--- config.mk ---
export PLATFORM = sky130hd
export DESIGN_NAME = div_seq_ctrl_flat
export DESIGN_NICKNAME = d
export VERILOG_FILES = /design/src/rtl/div_seq_ctrl_if.sv /design/src/rtl/div_seq_ctrl.sv /design/src/flat_wrapper.sv
export SDC_FILE = /design/constraint.sdc
export NUM_CORES = 1
export LEC_CHECK = 0
export ABC_AREA = 1
export BUFFER_PORTS_ARGS = -buffer_cell sky130_fd_sc_hd__buf_2
export CAP_MARGIN = 20
export CORE_MARGIN = 1.5
export CORE_UTILIZATION = 50
export CTS_CLUSTER_SIZE = 10
export DETAILED_ROUTE_END_ITERATION = 6
export HOLD_SLACK_MARGIN = 0.08
export PLACE_DENSITY = 0.79
export SLEW_MARGIN = 20
export SYNTH_ARGS = -nofsm -noshare
export SYNTH_HDL_FRONTEND = slang
export SYNTH_SLANG_ARGS = --single-unit
--- constraint.sdc ---
create_clock -name clk -period 4.7 [get_ports clk]
set_input_delay 0.94 -clock clk [delete_from_list [all_inputs] [get_ports clk]]
set_output_delay 0.94 -clock clk [all_outputs]
set_load 0.02 [all_outputs]
--- src/rtl/div_seq_ctrl_if.sv ---
// Handshake and result bundle for the sequential divider; master drives requests, slave answers.
interface div_seq_ctrl_if #(
    parameter int WIDTH = 32
);
    logic             start;
    logic [WIDTH-1:0] dividend;
    logic [WIDTH-1:0] divisor;
    logic             busy;
    logic             done;
    logic [WIDTH-1:0] quotient;
    logic [WIDTH-1:0] remainder;
    logic             div_by_zero;

    modport master (
        output start, dividend, divisor,
        input  busy, done, quotient, remainder, div_by_zero
    );

    modport slave (
        input  start, dividend, divisor,
        output busy, done, quotient, remainder, div_by_zero
    );
endinterface

--- src/rtl/div_seq_ctrl.sv ---
// Signed non-restoring divider, one quotient bit per clock; done WIDTH+2 edges after start (2 on /0).
// No backpressure: start is only sampled in IDLE, results are held until the next accepted start.
module div_seq_ctrl #(
    parameter int WIDTH = 32,
    parameter int CNT_W = 6
) (
    input  logic               clk,
    input  logic               rst_n,
    div_seq_ctrl_if.slave      bus
);
    typedef enum logic [1:0] {S_IDLE, S_ITER, S_FIX, S_DONE} state_t;

    state_t           r_state;
    logic [CNT_W-1:0] r_cnt;
    logic [WIDTH:0]   r_rem;
    logic [WIDTH-1:0] r_quo;
    logic [WIDTH-1:0] r_dvs;
    logic             r_sign_q;
    logic             r_sign_r;
    logic             r_busy;
    logic             r_done;
    logic             r_dz;
    logic [WIDTH-1:0] r_quotient;
    logic [WIDTH-1:0] r_remainder;

    logic [WIDTH-1:0] w_abs_dvd;
    logic [WIDTH-1:0] w_abs_dvs;
    logic [WIDTH:0]   w_shift;
    logic [WIDTH:0]   w_step;
    logic [WIDTH-1:0] w_fix;

    assign w_abs_dvd = bus.dividend[WIDTH-1] ? -bus.dividend : bus.dividend;
    assign w_abs_dvs = bus.divisor[WIDTH-1]  ? -bus.divisor  : bus.divisor;
    assign w_shift   = {r_rem[WIDTH-1:0], r_quo[WIDTH-1]};
    assign w_step    = r_rem[WIDTH] ? (w_shift + {1'b0, r_dvs}) : (w_shift - {1'b0, r_dvs});
    // After restore the remainder is in [0, |divisor|), so the low WIDTH bits carry it fully.
    assign w_fix     = r_rem[WIDTH] ? (r_rem[WIDTH-1:0] + r_dvs) : r_rem[WIDTH-1:0];

    always_ff @(posedge clk or negedge rst_n) begin
        if (!rst_n) begin
            r_state     <= S_IDLE;
            r_cnt       <= '0;
            r_rem       <= '0;
            r_quo       <= '0;
            r_dvs       <= '0;
            r_sign_q    <= 1'b0;
            r_sign_r    <= 1'b0;
            r_busy      <= 1'b0;
            r_done      <= 1'b0;
            r_dz        <= 1'b0;
            r_quotient  <= '0;
            r_remainder <= '0;
        end else begin
            case (r_state)
                S_IDLE: begin
                    if (bus.start) begin
                        if (bus.divisor == '0) begin
                            r_quotient  <= '1;
                            r_remainder <= '1;
                            r_dz        <= 1'b1;
                            r_state     <= S_DONE;
                        end else begin
                            r_quo    <= w_abs_dvd;
                            r_dvs    <= w_abs_dvs;
                            r_sign_q <= bus.dividend[WIDTH-1] ^ bus.divisor[WIDTH-1];
                            r_sign_r <= bus.dividend[WIDTH-1];
                            r_rem    <= '0;
                            r_cnt    <= '0;
                            r_busy   <= 1'b1;
                            r_state  <= S_ITER;
                        end
                    end
                end
                S_ITER: begin
                    r_rem <= w_step;
                    r_quo <= {r_quo[WIDTH-2:0], ~w_step[WIDTH]};
                    r_cnt <= r_cnt + CNT_W'(1);
                    if (r_cnt == CNT_W'(WIDTH - 1)) begin
                        r_state <= S_FIX;
                    end
                end
                S_FIX: begin
                    r_quotient  <= r_sign_q ? -r_quo : r_quo;
                    r_remainder <= r_sign_r ? -w_fix : w_fix;
                    r_dz        <= 1'b0;
                    r_busy      <= 1'b0;
                    r_done      <= 1'b1;
                    r_state     <= S_DONE;
                end
                S_DONE: begin
                    // The divide-by-zero path arrives with done still low and spends one extra cycle here.
                    if (r_done) begin
                        r_done  <= 1'b0;
                        r_state <= S_IDLE;
                    end else begin
                        r_done  <= 1'b1;
                    end
                end
                default: r_state <= S_IDLE;
            endcase
        end
    end

    assign bus.busy        = r_busy;
    assign bus.done        = r_done;
    assign bus.quotient    = r_quotient;
    assign bus.remainder   = r_remainder;
    assign bus.div_by_zero = r_dz;
endmodule

--- src/flat_wrapper.sv ---
// flat-port wrapper written by rule: the top's interface ports become plain ports
module div_seq_ctrl_flat 
#(
    parameter int WIDTH = 32,
    parameter int CNT_W = 6
)
  (clk, rst_n, bus_start, bus_dividend, bus_divisor, bus_busy, bus_done, bus_quotient, bus_remainder, bus_div_by_zero);
  div_seq_ctrl_if #(.WIDTH(WIDTH)) bus_i ();
  input  logic clk;
  input  logic rst_n;
  input wire logic [$bits(bus_i.start)-1:0] bus_start;
  input wire logic [$bits(bus_i.dividend)-1:0] bus_dividend;
  input wire logic [$bits(bus_i.divisor)-1:0] bus_divisor;
  output wire logic [$bits(bus_i.busy)-1:0] bus_busy;
  output wire logic [$bits(bus_i.done)-1:0] bus_done;
  output wire logic [$bits(bus_i.quotient)-1:0] bus_quotient;
  output wire logic [$bits(bus_i.remainder)-1:0] bus_remainder;
  output wire logic [$bits(bus_i.div_by_zero)-1:0] bus_div_by_zero;
  assign bus_i.start = bus_start;
  assign bus_i.dividend = bus_dividend;
  assign bus_i.divisor = bus_divisor;
  assign bus_busy = bus_i.busy;
  assign bus_done = bus_i.done;
  assign bus_quotient = bus_i.quotient;
  assign bus_remainder = bus_i.remainder;
  assign bus_div_by_zero = bus_i.div_by_zero;
  div_seq_ctrl #(.WIDTH(WIDTH), .CNT_W(CNT_W)) u_core (.clk(clk), .rst_n(rst_n), .bus(bus_i));
endmodule
== Yosys cells after proc, flatten, opt, wreduce, memory -nomap -nowiden ==
Index checks and enable logic that the tools add are counted.
Word-level totals
  register bits after elaboration: 174
  input port bits: 67
  output and inout port bits: 67
  word-level logic and storage cells: 74
Cells by class
  $add $sub $neg: 8
  eq/ne operators: 9
  multiplexer cells: 32
  bitwise logic cells: 3
  reductions and logical operators: 10
Operator list (number)
  $mux W32: 9
  $pmux W32 S2: 3
  $neg A32 Y32: 4
  $mux W33: 3
  $pmux W33 S2: 1
  $add A33 B32 Y33: 1
  $sub A33 B32 Y33: 1
  $add A32 B32 Y32: 1
  $logic_not A32 Y1: 1
  $reduce_and A3 Y1: 5
  $mux W6: 2
  $pmux W6 S2: 1
  $mux W2: 4
  $pmux W2 S4: 1
  $add A6 B1 Y6 const B: 1
  $eq A6 B5 Y1 const B: 1
  $ne A2 B1 Y1 const B: 3
  $pmux W1 S2: 3
  $reduce_bool A2 Y1: 3
  $mux W1: 5
  $eq A2 B2 Y1 const B: 2
  $ne A2 B2 Y1 const B: 2
  $eq A2 B1 Y1 const B: 1
  $logic_not A2 Y1: 1
  other kinds (2): 3

== Logic depth before layout (Yosys ltp) ==
  depth in word-level cells: 5
  mapped depth: 26

== Least setup slack after synthesis ==
Ideal clock, no wire load.
  kind: reg2reg
  from: register u_core.r_rem[32]
  to: register u_core.r_quo[0]
  library setup time: 131 ps
  arrival: 3413 ps
  path slack: 1156 ps
  stages on the path, launching flop included: 25
  path buffers: 5
  path through: dfrtp_1 -> buf_6 -> buf_4 -> clkbuf_1 -> buf_1 -> clkbuf_1 -> nand2_1 -> o21ai_0 -> inv_1 -> fa_1 -> nand3b_1 -> nand2_1 -> nand2_1 -> nand2_1 -> o21ai_1 -> nor2_1 -> nor2_1 -> o21ai_1 -> nand3_1 -> nand2_1 -> nand3_1 -> nand3_1 -> nand3_1 -> nand2_1 -> o21ai_0
Between the ends
  word-level cells in the longest chain between the ends: 3
Ends and longest elaborated chain
  from (decl): line div_seq_ctrl.sv:15  | logic [WIDTH:0] r_rem;
  from (signal assigned): line div_seq_ctrl.sv:75  | r_rem <= w_step;
  $mux W33: line div_seq_ctrl.sv:35  | assign w_step = r_rem[WIDTH] ? (w_shift + {1'b0, r_dvs}) : (w_shift - {1'b0, r_dvs});
  $not A1 Y1: line div_seq_ctrl.sv:76  | r_quo <= {r_quo[WIDTH-2:0], ~w_step[WIDTH]};
  $pmux W32 S2: line div_seq_ctrl.sv:54  | case (r_state)
  to (signal assigned): line div_seq_ctrl.sv:63  | r_quo <= w_abs_dvd;
  to (signal assigned): line div_seq_ctrl.sv:76
  to (decl): line div_seq_ctrl.sv:16  | logic [WIDTH-1:0] r_quo;
Every way passes these cells.
A chain may end at the register's enable or synchronous reset.

== Worst setup path after layout ==
  from: register u_core.r_dvs[1]
  to: register u_core.r_quo[0]
Between the ends
  word-level cells in the longest chain between the ends: 4
  elaborated cells between the ends (all ways): 5
Ends and longest elaborated chain
  from (decl): line div_seq_ctrl.sv:17  | logic [WIDTH-1:0] r_dvs;
  from (signal assigned): line div_seq_ctrl.sv:64  | r_dvs <= w_abs_dvs;
  $sub A33 B32 Y33 or $add A33 B32 Y33 (tied branches): line div_seq_ctrl.sv:35
  $mux W33 *: line div_seq_ctrl.sv:35
  $not A1 Y1 *: line div_seq_ctrl.sv:76
  $pmux W32 S2 *: line div_seq_ctrl.sv:54
Every way passes the cells marked *; elsewhere a longest branch is shown, timed or not.

==> metrics.json <==
{
  "status": {"value": "finished, final reports clean"},
  "most-common-layout-cells": {"value": "sky130_fd_sc_hd__nand2_1 (647), sky130_fd_sc_hd__inv_1 (299), sky130_fd_sc_hd__nor2_1 (265), sky130_fd_sc_hd__dfrtp_1 (174), sky130_fd_sc_hd__o21ai_0 (158)"},
  "route.detailed.vias_per_inst": {"value": 5.55},
  "cp-startpoint": {"value": "u_core.r_dvs[1]$_DFFE_PN0P_"},
  "clock-root-buffer": {"value": "sky130_fd_sc_hd__clkbuf_16"},
  "postSynthNetCount": {"value": 2480},
  "cts.repair.resized": {"value": 0},
  "final_layout_size_suffix_gt1_share": {"value": 10.6, "unit": "%"},
  "leakagePower": {"value": 0.00847, "unit": "uW"},
  "fin_total_pwr": {"value": 12400, "unit": "uW"},
  "die_height": {"value": 177, "unit": "microns"},
  "grt.total_usage": {"value": 30.6, "unit": "%"},
  "ys_top_cells_by_area": {"value": "sky130_fd_sc_hd__dfrtp_1 (29%), sky130_fd_sc_hd__nand2_1 (16%), sky130_fd_sc_hd__inv_1 (7.4%)"},
  "worstSetupEndpointType": {"value": "flop"},
  "reg2reg_depth": {"value": 24},
  "tritoncts_num_sinks": {"value": 174},
  "number_of_antenna_violations_at_the_first_check_in_global_routing": {"value": 0},
  "cp_data_required_time": {"value": 5030, "unit": "ps"},
  "clk_path_buf_depth": {"value": 2},
  "power.net_switching": {"value": 6950, "unit": "uW"},
  "clock_latency": {"value": 480, "unit": "ps"},
  "power.density_cell_area": {"value": 738, "unit": "nW/um^2"},
  "ys_ff_latch": {"value": 174},
  "period_share": {"value": 84.2, "unit": "%"},
  "drt_iter0_drc": {"value": 1559},
  "fin_util": {"value": 56.5, "unit": "%"},
  "grt_max_degree": {"value": 71},
  "first_global_vias": {"value": 14200},
  "seqPwrFrac": {"value": 23.7, "unit": "%"},
  "max_freq": {"value": 0.253, "unit": "GHz"},
  "crit_arrival": {"value": 4280, "unit": "ps"},
  "grt_overflow_total": {"value": 0},
  "detail_route.first_pass.iterations": {"value": 6},
  "finalSetupViolations": {"value": 0},
  "syn_area_per_cell": {"value": 6.51, "unit": "sq um"},
  "swShare": {"value": 55.9, "unit": "%"},
  "numPortBuffers": {"value": 133},
  "gp_routability_congestion": {"value": 0.969},
  "synth-seq-area-share": {"value": 28.6, "unit": "%"},
  "detail-route-antenna-nets": {"value": 0},
  "critical_path.startpoint_type": {"value": "flop"},
  "core": {"value": 29800, "unit": "sq um"},
  "clock_power_share": {"value": 12.4, "unit": "%"},
  "antenna_cells": {"value": 0},
  "tritoncts.num_buffers": {"value": 17},
  "setup_tns": {"value": 0, "unit": "ps"},
  "timing.hold.worst.class": {"value": "in2async"},
  "synth_top_cell_by_area": {"value": "sky130_fd_sc_hd__dfrtp_1"},
  "path_clk_slew": {"value": 80, "unit": "ps"},
  "route.detailed.drc": {"value": 0},
  "final_max_slew_viol_count": {"value": 0},
  "intPower": {"value": 5470, "unit": "uW"},
  "post-synth-top-area-fraction": {"value": 28.6, "unit": "%"},
  "rr_startpoint": {"value": "u_core.r_dvs[1]$_DFFE_PN0P_"},
  "final.hold.worst_slack": {"value": 449, "unit": "ps"},
  "relSlewSlack": {"value": 38.7, "unit": "%"},
  "pin_count": {"value": 134},
  "tritoncts": {"value": "built"},
  "wire_per_inst": {"value": 16.7, "unit": "microns"},
  "cts_max_level": {"value": 4},
  "chipWidth": {"value": 177, "unit": "microns"},
  "share_comb_of_total_power": {"value": 63.9, "unit": "%"},
  "vias": {"value": 15800},
  "fin_skew": {"value": 22.5, "unit": "ps"},
  "grt_first_pass_wirelength": {"value": 75100, "unit": "microns"},
  "vdd_ir_drop_max": {"value": 0.417, "unit": "mV"},
  "critical_path_peak_fanout": {"value": 7},
  "std_cell_rows": {"value": 63},
  "final_stage_net_count": {"value": 2580},
  "post-cts-setup-buffer-count": {"value": 0},
  "area.growth.synth_to_final": {"value": 10.7, "unit": "%"},
  "post_synth_instance_area": {"value": 15200, "unit": "sq um"},
  "finalWirelength": {"value": 47500, "unit": "microns"},
  "finalHoldViolations": {"value": 0},
  "dp_hpwl": {"value": 37600, "unit": "microns"},
  "cts.hold.buffers_added": {"value": 0},
  "unrepaired_setup_endpoints_after_global_routing": {"value": "no"},
  "worst_pin_slew": {"value": 920, "unit": "ps"},
  "synth_cell_type_count": {"value": 56},
  "synth-warning-count": {"value": 0},
  "netlist_instances": {"value": 2337},
  "critPathKind": {"value": "reg2reg"},
  "cap_violations": {"value": 0},
  "floorplan.die_area": {"value": 31500, "unit": "sq um"},
  "layout_commonest_cell": {"value": "sky130_fd_sc_hd__nand2_1"},
  "finalWorstPathRequiredPeriod": {"value": 3960, "unit": "ps"},
  "floorplan.initialDensity": {"value": 51.1, "unit": "%"}
}
worst max-delay path, stage by stage (launching register included):
cell	delay [ps]
sky130_fd_sc_hd__dfrtp_1	440
sky130_fd_sc_hd__inv_1	140
sky130_fd_sc_hd__ha_1	200
sky130_fd_sc_hd__nand4_1	180
sky130_fd_sc_hd__nor2_1	170
sky130_fd_sc_hd__nand3_1	120
sky130_fd_sc_hd__nor2_1	100
sky130_fd_sc_hd__inv_1	50
sky130_fd_sc_hd__nor2_1	130
sky130_fd_sc_hd__nand2_1	90
sky130_fd_sc_hd__nor2_1	130
sky130_fd_sc_hd__nand2_1	100
sky130_fd_sc_hd__nor3_2	150
sky130_fd_sc_hd__nand3_1	120
sky130_fd_sc_hd__o21ai_1	180
sky130_fd_sc_hd__xor2_1	190
sky130_fd_sc_hd__ha_1	270
sky130_fd_sc_hd__inv_1	180
sky130_fd_sc_hd__o21bai_1	100
sky130_fd_sc_hd__a221oi_1	350
sky130_fd_sc_hd__nand2_1	100
sky130_fd_sc_hd__nand2_1	60
sky130_fd_sc_hd__nand3_1	90
sky130_fd_sc_hd__nand2_1	100
sky130_fd_sc_hd__o21ai_0	70
final cells by class:
| class | count | area [sq um] |
|---|---|---|
| clock inverter | 15 | 216 |
| clock buffer | 17 | 425 |
| inverter | 306 | 1150 |
| multi-input combinational | 1792 | 9420 |
| timing repair buffer | 146 | 782 |
| tap | 390 | 488 |
| fill | 2899 | 13000 |
| sequential | 174 | 4350 |
stage by stage:
step           std cells  setup WS (ps)  instance area, sq um
6_report            2840            743                 16800
5_1_grt             2840           86.7                 16800
4_1_cts             2840            823                 16800
3_5_place_dp        2808            826                 16200
3_3_place_gp        2808            903                 16200
2_1_floorplan       2337           1160                 15200
cell usage after synthesis, drive strengths merged:
| library cell | n |
|---|---|
| xor2 | 81 |
| a221oi | 3 |
| mux2 | 1 |
| nand4 | 30 |
| nand3 | 155 |
| and2 | 5 |
| nor2 | 283 |
| o21bai | 3 |
| clkinv | 1 |
| clkbuf | 31 |
| nand2 | 660 |
| inv | 305 |
| buf | 34 |
| o21a | 3 |
| a32o | 1 |
| o31ai | 11 |
| nor3 | 36 |
| a21o | 4 |
| o21ai | 175 |
| o221a | 1 |
| o221ai | 2 |
| a211oi | 1 |
| nor4 | 8 |
| o22a | 5 |
| nand3b | 5 |
| o211ai | 18 |
| a21boi | 4 |
| fa | 2 |
| a31oi | 28 |
| ha | 74 |
| o2111ai | 1 |
| xnor2 | 37 |
| dfrtp | 174 |
| a21oi | 122 |
| or2 | 16 |
| o22ai | 17 |
state kept, by name, summed over array words and instances, names as in the netlist:
register,cells
u_core.bus.busy,1
u_core.bus.div_by_zero,1
u_core.bus.done,1
u_core.bus.quotient,32
u_core.bus.remainder,32
u_core.r_cnt,6
u_core.r_dvs,32
u_core.r_quo,32
u_core.r_rem,33
u_core.r_sign_q,1
u_core.r_sign_r,1
u_core.r_state,2
power groups by stage:
stage / Clock, uW / Sequential [uW] / Combinational, uW
4_1_cts: 1560 / 2890 / 7810
3_3_place_gp: 0 / 2880 / 7660
2_1_floorplan: 0 / 2850 / 5640
6_report: 1540 / 2940 / 7940
5_1_grt: 1610 / 3000 / 8870
3_5_place_dp: 0 / 2910 / 7750
cells by family (layout without fill, tap and decap cells):
kind of cell	after synthesis	count (layout)	share of synthesized area, %
AO/OA/AOI/OAI	399	399	14.8
flip-flops	174	174	28.6
adder cells (fa/ha/maj)	76	76	6.35
AND/OR/NAND/NOR	1198	1198	33.8
XOR/XNOR	118	118	6.79
buffers and inverters	371	484	9.50
multiplexers	1	1	0.0740
routing by layer:
layer	track usage, %	wire [microns]	up-vias
met3	4.88	4070	60
li1	-	-	7777
met1	46.1	22700	7293
met2	44.8	19800	626
met5	0	0	-
met4	8.44	970	0
worst paths after layout:
kind	end	slack, ps
min in group clk	u_core.bus.remainder[21]$_DFFE_PN0P_	500
worst max-delay path	u_core.r_quo[0]$_DFFE_PN0P_	740
worst min register to register	u_core.bus.remainder[21]$_DFFE_PN0P_	500
worst min-delay path	u_core.r_rem[14]$_DFFE_PN0P_	450
worst max register to register	u_core.r_quo[0]$_DFFE_PN0P_	740
max in group asynchronous	u_core.r_sign_q$_DFFE_PN0P_	3270
(Power assumes the default switching activity.)
